## config.mk

```make
export PLATFORM = sky130hd
export DESIGN_NAME = fifo_ram_ctrl
export DESIGN_NICKNAME = d
export VERILOG_FILES = /design/src/rtl/fifo_ram_ctrl.sv
export SDC_FILE = /design/constraint.sdc
export NUM_CORES = 1
export LEC_CHECK = 0
export CORE_MARGIN = 10
export CORE_UTILIZATION = 30
export DETAILED_ROUTE_END_ITERATION = 8
export PLACE_DENSITY = 0.66
export SLEW_MARGIN = 20
export SYNTH_ARGS = -nofsm -noshare
export SYNTH_HDL_FRONTEND = slang
export SYNTH_SLANG_ARGS = --single-unit
```

## constraint.sdc

```tcl
create_clock -name clk -period 10.71 [get_ports clk]
set_input_delay 2.142 -clock clk [delete_from_list [all_inputs] [get_ports clk]]
set_output_delay 2.142 -clock clk [all_outputs]
set_load 0.02 [all_outputs]
```

## src/rtl/fifo_ram_ctrl.sv

```systemverilog
// First-word-fall-through FIFO controller for a 16x8 registered-read dual-port RAM.
// A 2-entry output buffer absorbs the one-cycle read latency so the consumer sees valid/ready at full rate.
module fifo_ram_ctrl #(
  parameter int ADDR_W = 4,
  parameter int DATA_W = 8
) (
  input  logic              clk,
  input  logic              rst_n,
  input  logic              in_valid,
  output logic              in_ready,
  input  logic [DATA_W-1:0] in_data,
  output logic              out_valid,
  input  logic              out_ready,
  output logic [DATA_W-1:0] out_data,
  output logic              ram_wr_en,
  output logic [ADDR_W-1:0] ram_wr_addr,
  output logic [DATA_W-1:0] ram_wr_data,
  output logic              ram_rd_en,
  output logic [ADDR_W-1:0] ram_rd_addr,
  input  logic [DATA_W-1:0] ram_rd_data,
  output logic [ADDR_W+1:0] count,
  output logic              ram_full
);

  localparam logic [ADDR_W:0] DEPTH_V = {1'b1, {ADDR_W{1'b0}}};

  typedef enum logic [1:0] {
    OB_EMPTY = 2'd0,
    OB_ONE   = 2'd1,
    OB_TWO   = 2'd2
  } ob_state_t;

  logic [ADDR_W:0]   wptr_r;
  logic [ADDR_W:0]   rptr_r;
  logic [ADDR_W:0]   wptr_nxt_s;
  logic [ADDR_W:0]   rptr_nxt_s;
  logic [ADDR_W:0]   ram_cnt_s;
  logic [ADDR_W:0]   ram_cnt_nxt_s;
  logic              inflight_r;
  ob_state_t         ob_state_r;
  ob_state_t         ob_state_nxt_s;
  logic [DATA_W-1:0] ob_head_r;
  logic [DATA_W-1:0] ob_tail_r;
  logic [DATA_W-1:0] ob_head_nxt_s;
  logic [DATA_W-1:0] ob_tail_nxt_s;
  logic              ram_full_r;
  logic              out_valid_r;
  logic [ADDR_W+1:0] count_r;
  logic [ADDR_W+1:0] count_nxt_s;
  logic              push_s;
  logic              pop_s;
  logic              ret_s;
  logic              rd_issue_s;
  logic [2:0]        pend_s;

  // in_ready is held low while reset is asserted and opens as soon as it is released
  assign in_ready  = rst_n & ~ram_full_r;
  assign out_valid = out_valid_r;
  assign out_data  = ob_head_r;
  assign count     = count_r;
  assign ram_full  = ram_full_r;

  assign push_s = in_valid & in_ready;
  assign pop_s  = out_valid_r & out_ready;
  assign ret_s  = inflight_r;

  // Only issue a read when the buffer will have room for it after this cycle's pop
  assign ram_cnt_s  = wptr_r - rptr_r;
  assign pend_s     = {1'b0, ob_state_r} + {2'b00, inflight_r} - {2'b00, pop_s};
  assign rd_issue_s = (ram_cnt_s != {(ADDR_W+1){1'b0}}) && (pend_s < 3'd2);

  assign wptr_nxt_s    = wptr_r + {{ADDR_W{1'b0}}, push_s};
  assign rptr_nxt_s    = rptr_r + {{ADDR_W{1'b0}}, rd_issue_s};
  assign ram_cnt_nxt_s = wptr_nxt_s - rptr_nxt_s;
  assign count_nxt_s   = {1'b0, ram_cnt_nxt_s}
                       + {{(ADDR_W+1){1'b0}}, rd_issue_s}
                       + {{ADDR_W{1'b0}}, ob_state_nxt_s};

  assign ram_wr_en   = push_s;
  assign ram_wr_addr = wptr_r[ADDR_W-1:0];
  assign ram_wr_data = in_data;
  assign ram_rd_en   = rd_issue_s;
  assign ram_rd_addr = rptr_r[ADDR_W-1:0];

  // Output buffer next state: head is always the oldest word, tail the one behind it
  always_comb begin
    ob_state_nxt_s = ob_state_r;
    ob_head_nxt_s  = ob_head_r;
    ob_tail_nxt_s  = ob_tail_r;
    case (ob_state_r)
      OB_EMPTY: begin
        if (ret_s) begin
          ob_state_nxt_s = OB_ONE;
          ob_head_nxt_s  = ram_rd_data;
        end else begin
          ob_state_nxt_s = OB_EMPTY;
        end
      end
      OB_ONE: begin
        if (ret_s && pop_s) begin
          ob_head_nxt_s = ram_rd_data;
        end else if (ret_s) begin
          ob_state_nxt_s = OB_TWO;
          ob_tail_nxt_s  = ram_rd_data;
        end else if (pop_s) begin
          ob_state_nxt_s = OB_EMPTY;
        end else begin
          ob_state_nxt_s = OB_ONE;
        end
      end
      OB_TWO: begin
        if (ret_s && pop_s) begin
          ob_head_nxt_s = ob_tail_r;
          ob_tail_nxt_s = ram_rd_data;
        end else if (pop_s) begin
          ob_state_nxt_s = OB_ONE;
          ob_head_nxt_s  = ob_tail_r;
        end else begin
          ob_state_nxt_s = OB_TWO;
        end
      end
      default: begin
        ob_state_nxt_s = OB_EMPTY;
      end
    endcase
  end

  // State, pointers and registered status outputs
  always_ff @(posedge clk or negedge rst_n) begin
    if (!rst_n) begin
      wptr_r      <= {(ADDR_W+1){1'b0}};
      rptr_r      <= {(ADDR_W+1){1'b0}};
      inflight_r  <= 1'b0;
      ob_state_r  <= OB_EMPTY;
      ob_head_r   <= {DATA_W{1'b0}};
      ob_tail_r   <= {DATA_W{1'b0}};
      ram_full_r  <= 1'b0;
      out_valid_r <= 1'b0;
      count_r     <= {(ADDR_W+2){1'b0}};
    end else begin
      wptr_r      <= wptr_nxt_s;
      rptr_r      <= rptr_nxt_s;
      inflight_r  <= rd_issue_s;
      ob_state_r  <= ob_state_nxt_s;
      ob_head_r   <= ob_head_nxt_s;
      ob_tail_r   <= ob_tail_nxt_s;
      ram_full_r  <= (ram_cnt_nxt_s == DEPTH_V);
      out_valid_r <= (ob_state_nxt_s != OB_EMPTY);
      count_r     <= count_nxt_s;
    end
  end

endmodule

```

==> flow_summary.json, run 1 <==
{
  "placed_cell_area_mm2": 0.002400,
  "io_buffers": 38,
  "ctsHtreeMaxLevel": 2,
  "drive_gt1_share_pct": 10.43,
  "drtAntennaViolNets": 0,
  "setup_tns_ps": 0,
  "cts_tree": "built",
  "cap_violations": 0,
  "timing.rr.end": "count[3]",
  "synth_cell_types": 33,
  "wire_per_inst_um": 13.74,
  "rsz0062_at_grt": "false",
  "finalHoldViolCount": 0,
  "reg2reg_slack_ps": 6870,
  "setup_viol": 0,
  "clk_latency_ps": 280,
  "antennaDiodeCount": 0,
  "cts.reportedPaths.clkPinSlew_ps": 70,
  "drcViolationCount": 0,
  "place_congestion": 0.7715,
  "reg2regPathDepth": 15,
  "synth_flop_cell": "dfrtp_1",
  "antenna_found_initial": 0,
  "worstPathMaxFanout": 6,
  "ctsHoldBuffers": 0,
  "cts_root_buf": "clkbuf_8",
  "outcome": "finished, final reports clean",
  "dieArea_mm2": 0.01058,
  "avgSynthCellArea_um2": 11.13,
  "syn_to_final_growth_pct": 20.90,
  "overflow": 0,
  "worst_pin_slew_ps": 997.8,
  "slew_headroom_pct": 33.34,
  "grt_max_degree": 39,
  "cts_num_sinks": 37,
  "syn_area_mm2": 0.002059,
  "startpoint_type": "input pin",
  "drt_iter0_drc": 32,
  "vias": 1318,
  "fin_skew_ps": 3.078,
  "async_flop_share_pct": 100.0,
  "hold_slack_ps": 481.3,
  "numCtsBuffers": 5,
  "final.period_utilization_pct": 62.26,
  "cts_buffer_depth": 2,
  "syn-num-nets": 222,
  "hpwl_mm": 3.158,
  "cts_resized": 0,
  "hp-class": "register to register",
  "grt_pass1_vias": 1356,
  "yosysWarnings": 0,
  "routed_wl_mm": 3.998,
  "finalCriticalPeriod_ps": 6668,
  "io_pins": 55,
  "endpoint": "ram_rd_en",
  "post-route-cell-area_mm2": 0.002490,
  "ys_ff_latch": 37,
  "num_rows": 30,
  "post-cts-setup-buffers": 0,
  "synthCells": 185,
  "cp-end-kind": "output pin",
  "final_nets": 248,
  "die_w_um": 102.9,
  "layout.cells.most_common_list": "37 x dfrtp_1, 37 x clkdlybuf4s50_1, 15 x inv_1, 14 x o21ai_0",
  "nFillCells": 653,
  "grt.total_usage_pct": 8.099,
  "slew_viol_final": 0,
  "critical_path_required_ps": 8570,
  "fp.dieH_um": 102.9,
  "yosysSeqAreaShare_pct": 44.96,
  "r2r_start": "out_valid",
  "dr.pass1.iters": 4,
  "crit_start": "out_ready",
  "grt_first_pass_wirelength_mm": 6.679,
  "fmax_ghz": 0.1500,
  "path_class": "input pin to output pin",
  "start_util_pct": 30.65,
  "synth_edf_count": 0,
  "coreArea_mm2": 0.006719,
  "fin_util_pct": 37.06,
  "arrival_ps": 4530,
  "viasPerCell": 4.529
}
## layout make-up
type / instances / area [um2] / area share, %
clock buffer: 6 / 82.58 / 3.317
clock inverter: 1 / 7.507 / 0.3015
inverter: 15 / 56.30 / 2.261
multi-input combinational: 114 / 942.2 / 37.84
sequential: 37 / 925.9 / 37.19
tap: 80 / 100.1 / 4.020
timing repair buffer: 38 / 375.4 / 15.08
## per-stage QoR
stage                     setup WS, ps  cells
final                             4042    291
after detailed placement          4008    284
after global placement            4066    284
after global routing              3821    291
after CTS                         4012    291
after floorplan                   5162    185
## kinds of logic after synthesis
group,after synthesis,synth area share [%]
and+or+nand+nor,37,9.235
DFF,37,44.96
buffers and inverters,34,9.295
AOI/OAI and AO/OA,27,7.777
xor gates and xnor gates,17,8.688
adders and majority gates,17,11.79
muxes,16,8.263
## registers in the layout (all words and copies together), names as in the netlist
name / flops
ob_tail_r: 8
out_data: 8
count: 6
rptr_r: 5
wptr_r: 5
ob_state_r: 2
inflight_r: 1
out_valid: 1
ram_full: 1
## worst max-delay path: stages
cell and delay, ps:
clkdlybuf4s50_1 480, nand2_1 120, nor2_1 190, o21ai_0 120, fa_1 390, xnor2_1 190, o311a_1 260, clkdlybuf4s50_1 620
## per-layer routing
| layer | vias up | share of wire (%) | global-route usage (%) |
|---|---|---|---|
| met5 | - | 0 | 0 |
| met4 | 0 | 1.9 | 4.278 |
| met3 | 5 | 6.6 | 2.547 |
| met2 | 23 | 50 | 13.35 |
| met1 | 631 | 41 | 9.200 |
| li1 | 659 | - | - |
## synthesized netlist by cell type (4+ instances only)
master,count,area [um2]
nand3_1,5,25.02
mux2_2,8,90.09
inv_1,15,56.30
a21oi_1,4,20.02
mux2i_1,8,80.08
nor2_1,7,26.28
nor2b_1,5,31.28
buf_4,16,120.1
ha_1,13,162.7
dfrtp_1,37,925.9
xnor2_1,9,78.83
o21ai_0,14,70.07
nand2_1,13,48.80
fa_1,4,80.08
xor2_1,5,43.79
## how the worst min path moves through the flow
stage	start	to	slack, ps	depth (start not counted)
floorplan	ob_tail_r[0]	ob_tail_r[0]	480	1
global placement	out_data[5]	out_data[5]	470	2
detailed placement	out_data[2]	out_data[2]	470	2
CTS	out_data[2]	out_data[2]	490	2
global route	out_data[3]	out_data[3]	510	2
finish	out_data[3]	out_data[3]	480	2
Power of run 1 is not shown: default switching activity piles up to over one toggle a cycle in this logic, so the estimate is an artifact.
==> run 2: changes to the inputs <==
--- a/config.mk
+++ b/config.mk
@@ -8,7 +8,7 @@
 export CORE_MARGIN = 10
 export CORE_UTILIZATION = 30
 export DETAILED_ROUTE_END_ITERATION = 8
-export PLACE_DENSITY = 0.66
+export PLACE_DENSITY = 0.68
 export SLEW_MARGIN = 20
 export SYNTH_ARGS = -nofsm -noshare
 export SYNTH_HDL_FRONTEND = slang
==> constraint.sdc (replaced) <==
create_clock -name clk -period 5.5 [get_ports clk]
set_input_delay 1.1 -clock clk [delete_from_list [all_inputs] [get_ports clk]]
set_output_delay 1.1 -clock clk [all_outputs]
set_load 0.02 [all_outputs]
==> run 2 against run 1 <==
Register-to-register slack lost 5200 ps. Sequential cell count is the same. Worst setup slack lost 3200 ps. Via count grew 0.61%. First-iteration DRC count grew 41%. Sequential share of layout area shrank 0.31 points. Count of clock-buffer cells in the layout shrank 1. Largest cell class unchanged. Highest routed layer unchanged.
==> flow_summary.json, run 2 (synthesis gave the netlist of run 1 again) <==
{
  "outcome": "finished, final reports clean",
  "drive_gt1_share_pct": 10.85,
  "cp_common_cell": "ha_1",
  "finalCriticalPeriod_ps": 4661,
  "fin_skew_ps": 5.187,
  "hp-class": "register to register",
  "cp-end-kind": "register",
  "drcViolationCount": 0,
  "ctsHtreeMaxLevel": 2,
  "grt_max_degree": 38,
  "cts_tree": "built",
  "die_w_um": 102.9,
  "fmax_ghz": 0.2145,
  "fp.dieH_um": 102.9,
  "maxUsedRoutingLayer": "met4",
  "overflow": 0,
  "dieArea_mm2": 0.01058,
  "setup_tns_ps": 0,
  "hold_slack_ps": 478.5,
  "clk_latency_ps": 290,
  "rsz0062_at_grt": "false",
  "io_buffers": 38,
  "post-cts-setup-buffers": 0,
  "cts_resized": 0,
  "slew_headroom_pct": 36.69,
  "worst_pin_slew_ps": 947.7,
  "placed_cell_area_mm2": 0.002407,
  "antennaDiodeCount": 0,
  "dr.pass1.iters": 4,
  "layout.cells.most_common_list": "37 x dfrtp_1, 37 x clkdlybuf4s50_1, 15 x inv_1, 14 x o21ai_0",
  "grt_pass1_vias": 1378,
  "multi_input_area_um2": 942.2,
  "drtAntennaViolNets": 0,
  "syn_to_final_growth_pct": 21.93,
  "io_pins": 55,
  "coreArea_mm2": 0.006719,
  "wl_met3_um": 169,
  "place_congestion": 0.7841,
  "final.period_utilization_pct": 84.75,
  "num_rows": 30,
  "finalHoldViolCount": 0,
  "cts_root_buf": "clkbuf_8",
  "critical_path_required_ps": 5670,
  "grt_first_pass_wirelength_mm": 6.831,
  "crit_chain": "clkdlybuf4s50_1 > nand2_1 > nor2_1 > o21ai_0 > fa_1 > xnor2_1 > o311a_1 > ha_1 > ha_1 > fa_1 > inv_1 > ha_1 > nor2b_1 > o21ai_0 > xnor2_1",
  "ctsHoldBuffers": 0,
  "wl_met1_mm": 1.791,
  "cts.reportedPaths.clkPinSlew_ps": 70,
  "antenna_found_initial": 0,
  "post-route-cell-area_mm2": 0.002511,
  "vias": 1326,
  "nFillCells": 651,
  "worstPathMaxFanout": 6,
  "arrival_ps": 4830,
  "wl_met2_mm": 2.124,
  "cts_buffer_depth": 2,
  "drt_iter0_drc": 45,
  "startpoint_type": "input pin",
  "numCtsBuffers": 5,
  "cts_num_sinks": 37,
  "seqCellArea_um2": 925.9,
  "setup_viol": 0,
  "routed_wl_mm": 4.174,
  "max_stage_delay_ps": 580,
  "wire_per_inst_um": 14.29,
  "grt.total_usage_pct": 8.229,
  "viasPerCell": 4.541,
  "path_class": "input pin to register",
  "slew_viol_final": 0,
  "final_nets": 249,
  "start_util_pct": 30.65,
  "cap_violations": 0,
  "hpwl_mm": 3.228,
  "slowest_stage": "fa_1"
}
[run 2: changes by cell type in the layout (fill, tap and decap cells not counted), sizes merged]
cell      previous run  this run
clkinv               0         1
buf                  1         2
bufinv               0         1
clkbuf               6         5
clkinvlp             1         0
[run 2: area by class of cell]
class,count,area share (%)
Clock inverter,2,1.395
Timing Repair Buffer,39,15.25
Multi-Input combinational cell,114,37.52
Inverter,15,2.242
Sequential cell,37,36.87
Tap cell,80,3.986
Clock buffer,5,2.740
[run 2: layer usage]
layer	vias up	global-route usage, %
met4	0	4.064
met3	8	1.609
met2	16	13.79
met5	-	0
met1	641	9.852
li1	661	-
[run 2: critical path: cells and delay by family]
kind	cells	cell delay, ps
xor+xnor	2	310
buf+inv	2	550
simple gates	3	460
fa+ha+maj	5	1710
compound gates	3	700
[run 2: worst paths after layout]
kind	from	endpoint	slack [ps]	depth (start not counted)
hold / removal	out_data[6]	out_data[6]	480	2
min in group asynchronous	rst_n	ram_full	860	2
setup reg to reg	rptr_r[1]	count[3]	1690	14
hold reg to reg	out_data[6]	out_data[6]	480	2
max in group asynchronous	rst_n	count[0]	4290	2
setup / recovery	out_ready	count[3]	840	15
[run 2: through the flow]
stage	worst slack (ps)	cells	util (%)
2_1_floorplan	1164	185	-
3_3_place_gp	686.9	285	35.83
3_5_place_dp	537.0	285	35.83
4_1_cts	816.7	292	37.37
5_1_grt	616.5	292	37.37
6_report	838.7	292	37.37
Power of run 2 is left out for the same reason.
